**src/rtl/seg_scan_ctrl_pkg.sv**
```systemverilog
// -----------------------------------------------------------------------------
// seg_scan_ctrl_pkg
// Shared definitions for the multiplexed 7-segment scan controller:
//   SEG_BLANK   - active-low segment pattern with every segment off
//   SEG_E       - active-low pattern for the letter 'E' (error display)
//   DIG_W       - bits per displayed hex digit
//   scanState_e - per-slot FSM states (ST_DEAD anti-ghost gap, ST_ON lit)
// -----------------------------------------------------------------------------
package seg_scan_ctrl_pkg;

  localparam logic [6:0] SEG_BLANK = 7'h7f;
  localparam logic [6:0] SEG_E     = 7'h06;
  localparam int         DIG_W     = 4;

  typedef enum logic [0:0] {
    ST_DEAD = 1'b0,
    ST_ON   = 1'b1
  } scanState_e;

endpackage

```
**src/rtl/seg_scan_ctrl_hex_to_7seg.sv**
```systemverilog
// -----------------------------------------------------------------------------
// seg_scan_ctrl_hex_to_7seg
// Combinational hex to active-low 7-segment decoder, segment order {g,f,e,d,c,b,a}.
// Ports:
//   hex_i    in  DIG_W  nibble to display
//   blank_i  in  1      force all segments off (highest priority)
//   error_i  in  1      show 'E' instead of the nibble
//   seg_o    out 7      active-low segment drive
// -----------------------------------------------------------------------------
module seg_scan_ctrl_hex_to_7seg
  import seg_scan_ctrl_pkg::*;
(
  input  logic [DIG_W-1:0] hex_i,
  input  logic             blank_i,
  input  logic             error_i,
  output logic [6:0]       seg_o
);

  // Blank wins over error, error wins over the hex glyph. Glyph table uses
  // lower-case b and d so they are distinguishable from 8 and 0.
  always_comb begin
    seg_o = SEG_BLANK;
    if (blank_i) begin
      seg_o = SEG_BLANK;
    end else if (error_i) begin
      seg_o = SEG_E;
    end else begin
      case (hex_i)
        4'h0:    seg_o = 7'h40;
        4'h1:    seg_o = 7'h79;
        4'h2:    seg_o = 7'h24;
        4'h3:    seg_o = 7'h30;
        4'h4:    seg_o = 7'h19;
        4'h5:    seg_o = 7'h12;
        4'h6:    seg_o = 7'h02;
        4'h7:    seg_o = 7'h78;
        4'h8:    seg_o = 7'h00;
        4'h9:    seg_o = 7'h10;
        4'hA:    seg_o = 7'h08;
        4'hB:    seg_o = 7'h03;
        4'hC:    seg_o = 7'h46;
        4'hD:    seg_o = 7'h21;
        4'hE:    seg_o = 7'h06;
        4'hF:    seg_o = 7'h0e;
        default: seg_o = SEG_BLANK;
      endcase
    end
  end

endmodule

```
**src/rtl/seg_scan_ctrl.sv**
```systemverilog
// -----------------------------------------------------------------------------
// seg_scan_ctrl
// Time-multiplexes one hex-to-7-segment decoder across N_DIG common-anode
// digits. Holds a frame-synchronous display register fed from the datapath and
// applies leading-zero blanking, error display and anti-ghost dead time.
// Optional feature macro: SEG_SCAN_BLINK_EN (per-digit blinking via blink_mask).
// Ports:
//   clk         in   1            system clock
//   rst_n       in   1            asynchronous active-low reset
//   value_i     in   4*N_DIG      hex value, nibble k -> digit k
//   load        in   1            capture value_i into the pending register
//   load_ack    out  1            pulse when a new value enters the display
//   error       in   1            show 'E' on every lit digit
//   blank       in   1            all segments off, overrides error
//   lzb_en      in   1            leading-zero blanking enable
//   blink_mask  in   N_DIG        digits to blink (blink build only)
//   frame_tick  out  1            last cycle of slot N_DIG-1
//   an          out  N_DIG        active-low anode enables
//   seg         out  7            active-low segments
// -----------------------------------------------------------------------------
module seg_scan_ctrl
  import seg_scan_ctrl_pkg::*;
#(
  parameter int N_DIG        = 4,
  parameter int REFRESH_DIV  = 50000,
  parameter int DEAD_CYC     = 16,
  parameter int BLINK_FRAMES = 64
) (
  input  logic                   clk,
  input  logic                   rst_n,
  input  logic [DIG_W*N_DIG-1:0] value_i,
  input  logic                   load,
  output logic                   load_ack,
  input  logic                   error,
  input  logic                   blank,
  input  logic                   lzb_en,
  input  logic [N_DIG-1:0]       blink_mask,
  output logic                   frame_tick,
  output logic [N_DIG-1:0]       an,
  output logic [6:0]             seg
);

  localparam int               CNT_W     = (REFRESH_DIV > 1) ? $clog2(REFRESH_DIV) : 1;
  localparam int               IDX_W     = (N_DIG > 1) ? $clog2(N_DIG) : 1;
  localparam int               VAL_W     = DIG_W * N_DIG;
  localparam logic [CNT_W-1:0] CNT_LAST  = CNT_W'(REFRESH_DIV - 1);
  localparam logic [CNT_W-1:0] DEAD_LAST = CNT_W'(DEAD_CYC - 1);
  localparam logic [IDX_W-1:0] IDX_LAST  = IDX_W'(N_DIG - 1);

  logic [CNT_W-1:0] cnt_q, cnt_d;
  logic [IDX_W-1:0] idx_q, idx_d;
  scanState_e       state_q, state_d;
  logic [VAL_W-1:0] pend_q, pend_d;
  logic [VAL_W-1:0] disp_q, disp_d;
  logic             pendVld_q, pendVld_d;
  logic             loadAck_q, loadAck_d;
  logic [N_DIG-1:0] an_q, an_d;
  logic [DIG_W-1:0] hexDig_q, hexDig_d;
  logic             segBlank_q, segBlank_d;
  logic             segErr_q, segErr_d;
  logic             slotEnd;
  logic             frameEnd;
  logic [N_DIG-1:0] lzMask;
  logic             lzbOff;
  logic             blinkOff;

  assign slotEnd  = (cnt_q == CNT_LAST);
  assign frameEnd = slotEnd && (idx_q == IDX_LAST);

  // Slot timing: cnt sweeps one digit slot, idx picks the digit and wraps
  // modulo N_DIG so non-power-of-two digit counts scan correctly.
  always_comb begin
    cnt_d = cnt_q + CNT_W'(1);
    idx_d = idx_q;
    if (slotEnd) begin
      cnt_d = '0;
      idx_d = (idx_q == IDX_LAST) ? '0 : idx_q + IDX_W'(1);
    end
  end

  // Per-slot FSM. The state always describes the current cnt value: it leaves
  // DEAD as cnt steps onto DEAD_CYC and returns to DEAD as the slot wraps.
  always_comb begin
    state_d = state_q;
    case (state_q)
      ST_DEAD: if (cnt_q == DEAD_LAST) state_d = ST_ON;
      ST_ON:   if (slotEnd)            state_d = ST_DEAD;
      default: state_d = ST_DEAD;
    endcase
  end

  // Pending/display handoff. A mid-frame load parks in pending (last write
  // wins); at the frame boundary a same-cycle load bypasses pending so the
  // value shows in the very next frame. Acknowledge only real updates.
  always_comb begin
    pend_d    = pend_q;
    pendVld_d = pendVld_q;
    disp_d    = disp_q;
    loadAck_d = 1'b0;
    if (load) begin
      pend_d    = value_i;
      pendVld_d = 1'b1;
    end
    if (frameEnd) begin
      if (load) begin
        disp_d    = value_i;
        pendVld_d = 1'b0;
        loadAck_d = 1'b1;
      end else if (pendVld_q) begin
        disp_d    = pend_q;
        pendVld_d = 1'b0;
        loadAck_d = 1'b1;
      end
    end
  end

  // Leading-zero map: bit k is set when nibbles k..N_DIG-1 are all zero.
  // Built top-down so each bit folds in the nibbles above it.
  always_comb begin
    logic allZero;
    allZero = 1'b1;
    lzMask  = '0;
    for (int k = N_DIG - 1; k >= 0; k--) begin
      allZero   = allZero & (disp_q[k*DIG_W +: DIG_W] == '0);
      lzMask[k] = allZero;
    end
  end

  assign lzbOff = lzb_en && (idx_q != '0) && lzMask[idx_q];

`ifdef SEG_SCAN_BLINK_EN
  localparam int               FRM_W    = (BLINK_FRAMES > 1) ? $clog2(BLINK_FRAMES) : 1;
  localparam logic [FRM_W-1:0] FRM_LAST = FRM_W'(BLINK_FRAMES - 1);

  logic [FRM_W-1:0] frmCnt_q, frmCnt_d;
  logic             phase_q, phase_d;

  // Blink phase flips after every BLINK_FRAMES frame boundaries, so a
  // masked digit stays dark and lit for whole frames at a time.
  always_comb begin
    frmCnt_d = frmCnt_q;
    phase_d  = phase_q;
    if (frameEnd) begin
      if (frmCnt_q == FRM_LAST) begin
        frmCnt_d = '0;
        phase_d  = ~phase_q;
      end else begin
        frmCnt_d = frmCnt_q + FRM_W'(1);
      end
    end
  end

  // Blink counter and phase registers.
  always_ff @(posedge clk or negedge rst_n) begin
    if (!rst_n) begin
      frmCnt_q <= '0;
      phase_q  <= 1'b0;
    end else begin
      frmCnt_q <= frmCnt_d;
      phase_q  <= phase_d;
    end
  end

  assign blinkOff = phase_q & blink_mask[idx_q];
`else
  logic unusedBlink;
  assign unusedBlink = ^{blink_mask, BLINK_FRAMES[0]};
  assign blinkOff    = 1'b0;
`endif

  // Pin-side values for the next cycle. Anodes and decoder inputs are
  // registered together so seg and an always switch on the same edge.
  // During the dead time every anode is off and the decoder is blanked.
  always_comb begin
    an_d       = '1;
    segBlank_d = 1'b1;
    segErr_d   = error;
    hexDig_d   = '0;
    for (int k = 0; k < N_DIG; k++) begin
      if (idx_q == IDX_W'(k)) hexDig_d = disp_q[k*DIG_W +: DIG_W];
    end
    if (state_q == ST_ON) begin
      an_d[idx_q] = 1'b0;
      segBlank_d  = blank | (~error & (blinkOff | lzbOff));
    end
  end

  // All scan, handoff and pin registers share one asynchronous reset so the
  // display goes dark the instant rst_n falls and restarts at digit 0.
  always_ff @(posedge clk or negedge rst_n) begin
    if (!rst_n) begin
      cnt_q      <= '0;
      idx_q      <= '0;
      state_q    <= ST_DEAD;
      pend_q     <= '0;
      pendVld_q  <= 1'b0;
      disp_q     <= '0;
      loadAck_q  <= 1'b0;
      an_q       <= '1;
      hexDig_q   <= '0;
      segBlank_q <= 1'b1;
      segErr_q   <= 1'b0;
    end else begin
      cnt_q      <= cnt_d;
      idx_q      <= idx_d;
      state_q    <= state_d;
      pend_q     <= pend_d;
      pendVld_q  <= pendVld_d;
      disp_q     <= disp_d;
      loadAck_q  <= loadAck_d;
      an_q       <= an_d;
      hexDig_q   <= hexDig_d;
      segBlank_q <= segBlank_d;
      segErr_q   <= segErr_d;
    end
  end

  seg_scan_ctrl_hex_to_7seg u_hex_to_7seg (
    .hex_i   (hexDig_q),
    .blank_i (segBlank_q),
    .error_i (segErr_q),
    .seg_o   (seg)
  );

  assign an         = an_q;
  assign load_ack   = loadAck_q;
  assign frame_tick = frameEnd;

endmodule

```
**config.mk**
```make
export PLATFORM = sky130hd
export DESIGN_NAME = seg_scan_ctrl
export DESIGN_NICKNAME = d
export VERILOG_FILES = /design/src/rtl/seg_scan_ctrl_pkg.sv /design/src/rtl/seg_scan_ctrl_hex_to_7seg.sv /design/src/rtl/seg_scan_ctrl.sv
export SDC_FILE = /design/constraint.sdc
export NUM_CORES = 1
export LEC_CHECK = 0
export BUFFER_PORTS_ARGS = -buffer_cell sky130_fd_sc_hd__buf_2
export CAP_MARGIN = 25
export CORE_MARGIN = 2
export CORE_UTILIZATION = 54
export DETAILED_ROUTE_END_ITERATION = 10
export PLACE_DENSITY = 0.77
export SLEW_MARGIN = 20
export SYNTH_ARGS = -nofsm -noshare
export SYNTH_HDL_FRONTEND = slang
export SYNTH_SLANG_ARGS = --single-unit
export TNS_END_PERCENT = 30
```
**constraint.sdc**
```tcl
create_clock -name clk -period 2.5 [get_ports clk]
set_input_delay 0.25 -clock clk [delete_from_list [all_inputs] [get_ports clk]]
set_output_delay 0.25 -clock clk [all_outputs]
set_load 0.005 [all_outputs]
```
# == After elaboration in Yosys (flattened, before gate mapping) ==
# Memory sizes are Yosys's and may differ from the RTL's.
# Cells that the tools add are included.
# op_classes
addsub,2
n_mul,0
div_mod_pow,0
magnitude_cmp,2
eq_ne,5
shift,0
muxes,26
bitwise_logic,8
n_reduce_logical,12
# ops
cell,n
two-way mux 16 bit,3
two-way mux 4 bit,5
adder 16 x 1 -> 16 bit (second input constant),1
== test 16 bit (second input constant),1
== test 16 x 4 -> 1 bit (second input constant),1
zero test 4 bit,4
two-way mux 7 bit,2
two-way mux 1 bit,12
AND 1 bit,4
== test 2 bit (second input constant),2
logical AND 1 bit,4
inverter 4 bit,1
nonzero test 2 bit,2
< comparator 2 x 3 -> 1 bit (second input constant),1
adder 2 x 1 -> 2 bit (second input constant),1
binary-select mux 1 bit (select 2 bit),1
demux 1 bit (select 2 bit),1
== test 2 x 1 -> 1 bit (second input constant),1
>= comparator 2 x 1 -> 1 bit (second input constant),1
zero test 2 bit,1
two-way mux 2 bit,1
inverter 1 bit,2
one-hot mux 1 bit (2 select lines),1
AND reduction 2 bit,1
bitwise OR 1 bit,1
# totals
regBits,63
latchBits,0
mem_bits_rw,0
mem_bits_ro,112
input_bits,26
out_inout_bits,13
elab_cells,67
memories,1
# mem_list
memory,words,word_bits,read_ports,rd_ports_with_merged_regs,wr,line_no,rtl
(name not given),16,7,1,0,0,seg_scan_ctrl_hex_to_7seg.sv:28,case (hex_i)

# == Depth between registers and ports, before layout ==
# depth
word_depth,10
depth_mapped,6
depth_no_buf,6

# == Modules after synthesis ==
# From an unflattened synthesis, not the netlist that was laid out.
# unflattened
hier_cells,246
area_unflattened_um2,3015.4
# by_module_without_submodules
module,instances,cells_per_inst,area_each_um2,seq_area_each_um2
seg_scan_ctrl,1,203,2678.8,1582.8
seg_scan_ctrl_hex_to_7seg,1,43,336.6,0.0

# == Least setup slack after synthesis ==
# No wires, ideal clock.
# synth_timing
path_kind,flip-flop to flip-flop
startpoint,register cnt_q[0]
endpoint,register disp_q[10]
setup_ns,0.125
arrival_time_ns,1.871
required_ns,2.375
setup_slack_ns,0.504
path_stages_with_launch,7
path_buffers,1
period_less_slack_ns,1.996
path_cell_list,dfrtp_1 -> ha_1 -> and3_2 -> nand3_2 -> nor4b_4 -> buf_8 -> mux2_4
# synth_between
elab_chain_cells,3
# synth_lines
item,line_no,rtl
start: declaration,seg_scan_ctrl.sv:50,"logic [CNT_W-1:0] cnt_q, cnt_d;"
start signal: assignment,seg_scan_ctrl.sv:204,cnt_q <= cnt_d;
== test 16 bit,seg_scan_ctrl.sv:67,assign slotEnd = (cnt_q == CNT_LAST);
logical AND 1 bit,seg_scan_ctrl.sv:68,assign frameEnd = slotEnd && (idx_q == IDX_LAST);
AND reduction 2 bit (no line),-,
end signal: assignment,seg_scan_ctrl.sv:209,disp_q <= disp_d;
end: declaration,seg_scan_ctrl.sv:54,"logic [VAL_W-1:0] disp_q, disp_d;"
# Every way passes these cells.
# A chain may end at the register's enable or synchronous reset.

# == Final worst setup path ==
# layout_timing
startpoint,register hexDig_q[0]
endpoint,output seg[3]
# layout_between
elab_chain_cells,3
# layout_lines
item,line_no,rtl
start: declaration,seg_scan_ctrl.sv:58,"logic [DIG_W-1:0] hexDig_q, hexDig_d;"
start signal: assignment,seg_scan_ctrl.sv:212,hexDig_q <= hexDig_d;
memory read (16 x 7 bit),-,
two-way mux 7 bit,seg_scan_ctrl_hex_to_7seg.sv:25,end else if (error_i) begin
two-way mux 7 bit,seg_scan_ctrl_hex_to_7seg.sv:23,if (blank_i) begin
end: declaration,seg_scan_ctrl.sv:40,output logic [6:0] seg
# Every way passes these cells.

==> flow_summary.yaml <==
status:
  status: "finished clean"
synthesis:
  syn-num-nets: 286
  ys_ff_latch: 63
  synthFlopType: "dfrtp_1"
  synthArstFlopShare_pct: 100
  yosys-top-cells-area: "dfrtp_1, mux2_2, ha_1"
  yosysTopAreaCellShare_pct: 48.0
  synthesis.area_mm2: 0.00302
  syn_avg_cell_area_um2: 12.2
  synth_cells: 248
  synth_edf_count: 0
  synth_seq_area_share_pct: 52.3
  yosysUniqueCellTypes: 43
  yosys_warnings: 0
  synth_area_leader_cell: "dfrtp_1"
  yosys.cell_count.top_type: "dfrtp_1"
  yosys-top-cells-count: "dfrtp_1, mux2_2, nor2_1, nand2_1, ha_1"
global_route:
  grtUsageTotal_pct: 20.3
  grt_max_degree: 34
  grt_pass1_vias: 1970
  antenna_found_initial: 0
  grt_pass1_wl_mm: 9.45
  grt_overflow: 0
routing:
  drtPass1Iterations: 4
  dr.first_iter.drc_count: 112
  vias: 1973
  drcViolationCount: 0
  drtAntennaViolNets: 0
  vias_per_cell: 5.38
  wl_per_cell_um: 14.8
  routed_wirelength_mm: 5.44
setup_path:
  crit_path_cell_trace: "inv_1 > ha_1 > inv_1 > mux4_2 > a21o_1 > buf_2"
  cp-end-kind: "primary output"
  cp_num_buf_inv: 3
  arrival_ns: 2.02
  max_stage_delay_ns: 0.44
  critPathTopFamily: "multiplexers"
  path_class: "flip-flop to primary output"
  worst-path-max-fanout: 6
  start_kind: "flip-flop"
  worst_ep_required_time_ns: 2.25
  slowest_stage: "mux4_2"
  path_common_cell: "inv_1"
floorplanning:
  io_pins: 39
  coreArea_mm2: 0.00547
  std_cell_rows: 27
  die-area_mm2: 0.00621
  die_x_um: 78.8
  start_util_pct: 55.3
  fp.dieH_um: 78.8
sta:
  setup_tns_ns: 0
  max-slew-margin-rel_pct: 50.2
  worstMarginPinSlew_ns: 0.740
  drv_slew: 0
  clock_skew_ns: 0.00477
  finalCritPeriodShare_pct: 90.8
  fmax_mhz: 441
  setup_viol: 0
  rsz0062_at_grt: "no"
  fin_crit_ns: 2.27
  hold_viol: 0
clock_network:
  cts_resized: 0
  cts_tree: "done"
  post-cts-setup-buffers: 0
  root_buffer: "clkbuf_8"
  clock_latency_ns: 0.34
  clk_path_buf_depth: 2
  cts_inserted_buffers: 9
  clock_sinks: 63
  clk_pin_slew_ns: 0.06
  cts_max_level: 3
place:
  place_inst: 350
  dp_hpwl_mm: 3.92
  portBuffers: 34
  gp_congestion: 0.861
final_layout:
  n_antenna_cell: 0
  fin_util_pct: 62.8
  fin_nets: 328
  drive_gt1_share_pct: 33.2
  final_cell_count_no_fill: 367
  syn_to_final_growth_pct: 13.6
flow_run:
  cap_violations: 0
power:
  power_leakage_uw: 0.00156
  vdd_ir_drop_max_mv: 0.304
  p_per_area_mw_per_mm2: 544
worst_hold_path:
  hp-class: "primary input to flip-flop"
routing by layer:
| metal | track usage [%] | part of all wire, % | vias to the layer above |
|---|---|---|---|
| met5 | 0 | 0 | - |
| met4 | 10.0 | 2.1 | 0 |
| met3 | 6.82 | 5.3 | 9 |
| met2 | 28.5 | 44 | 52 |
| met1 | 28.3 | 48 | 950 |
| li1 | - | - | 962 |
final timing paths:
kind | start | endpoint | slack, ns | depth (start not counted)
max | hexDig_q[0]$_DFF_PN0_ | seg[3] | 0.23 | 6
max in group asynchronous | rst_n | disp_q[15]$_DFFE_PN0P_ | 1.41 | 3
max reg2reg | cnt_q[0]$_DFF_PN0_ | disp_q[15]$_DFFE_PN0P_ | 0.45 | 6
min | error | segErr_q$_DFF_PN0_ | 0.04 | 1
min reg2reg | pend_q[7]$_DFFE_PN0P_ | pend_q[7]$_DFFE_PN0P_ | 0.50 | 1
min in group asynchronous | rst_n | pend_q[10]$_DFFE_PN0P_ | 0.49 | 2
cells in the final DEF, fill, tap and decap left out, types with 6 or more instances in the layout:
cell type,n
a21oi_1,9
buf_2,34
clkbuf_8,9
dfrtp_1,58
ha_1,12
inv_1,11
mux2_2,25
mux2_4,9
nand2_1,14
nand3_1,9
nor2_1,16
nor2b_1,6
nor4_1,6
xnor2_1,8
where the power goes:
group / switching, uW / internal, uW / leakage (uW)
Sequential: 7.45 / 1050 / 0.000799
Clock: 364 / 350 / 0.0000866
Combinational: 50.3 / 48.2 / 0.000675
Total: 422 / 1450 / 0.00156
metrics by stage:
stage	power [uW]	hold WS, ns	instance area [um^2]	setup slack [ns]
2_1_floorplan	1120	-0.0456	3020	0.504
3_3_place_gp	1170	0.326	3270	0.510
3_5_place_dp	1170	0.327	3270	0.470
4_1_cts	1890	0.0237	3430	0.207
5_1_grt	1960	0.0239	3430	0.0645
6_report	1870	0.0393	3430	0.230
final cells by class:
cell class                 instances  area (um^2)
clock buffer                      11          131
inverter                          11         41.3
clock inverter                     5         25.0
sequential                        63         1580
timing repair buffer              39          223
tap                               72         90.1
multi-input combinational        166         1340
fill                             450         2040
worst register-to-register path, cell delays in order (launching register included):
cell and delay, ns:
dfrtp_1 0.41, ha_1 0.25, and3_2 0.23, nand3_2 0.12
nor4b_4 0.22, buf_4 0.32, mux2_2 0.37
cell families after synthesis:
| family | Yosys count | synth area share (%) |
|---|---|---|
| flip-flops | 63 | 52.3 |
| multiplexers | 38 | 15.5 |
| adder cells (fa/ha/maj) | 12 | 4.96 |
| AND/OR/NAND/NOR | 72 | 13.2 |
| XOR/XNOR | 13 | 3.77 |
| buffers and inverters | 19 | 3.31 |
| AO/OA/AOI/OAI | 31 | 6.91 |
repair_timing:
action	4_1_cts	5_1_grt
setup endpoints to repair	0	0
hold buffers	1	0
endpoints found under the hold margin	25	0
registers in the layout, summed over array words and instances (netlist names):
signal,cells
pendVld_q,1
idx_q,2
state_q,1
segErr_q,1
pend_q,16
cnt_q,16
disp_q,16
hexDig_q,4
load_ack,1
segBlank_q,1
an,4
Note: power is estimated with default switching activity, not from simulation.
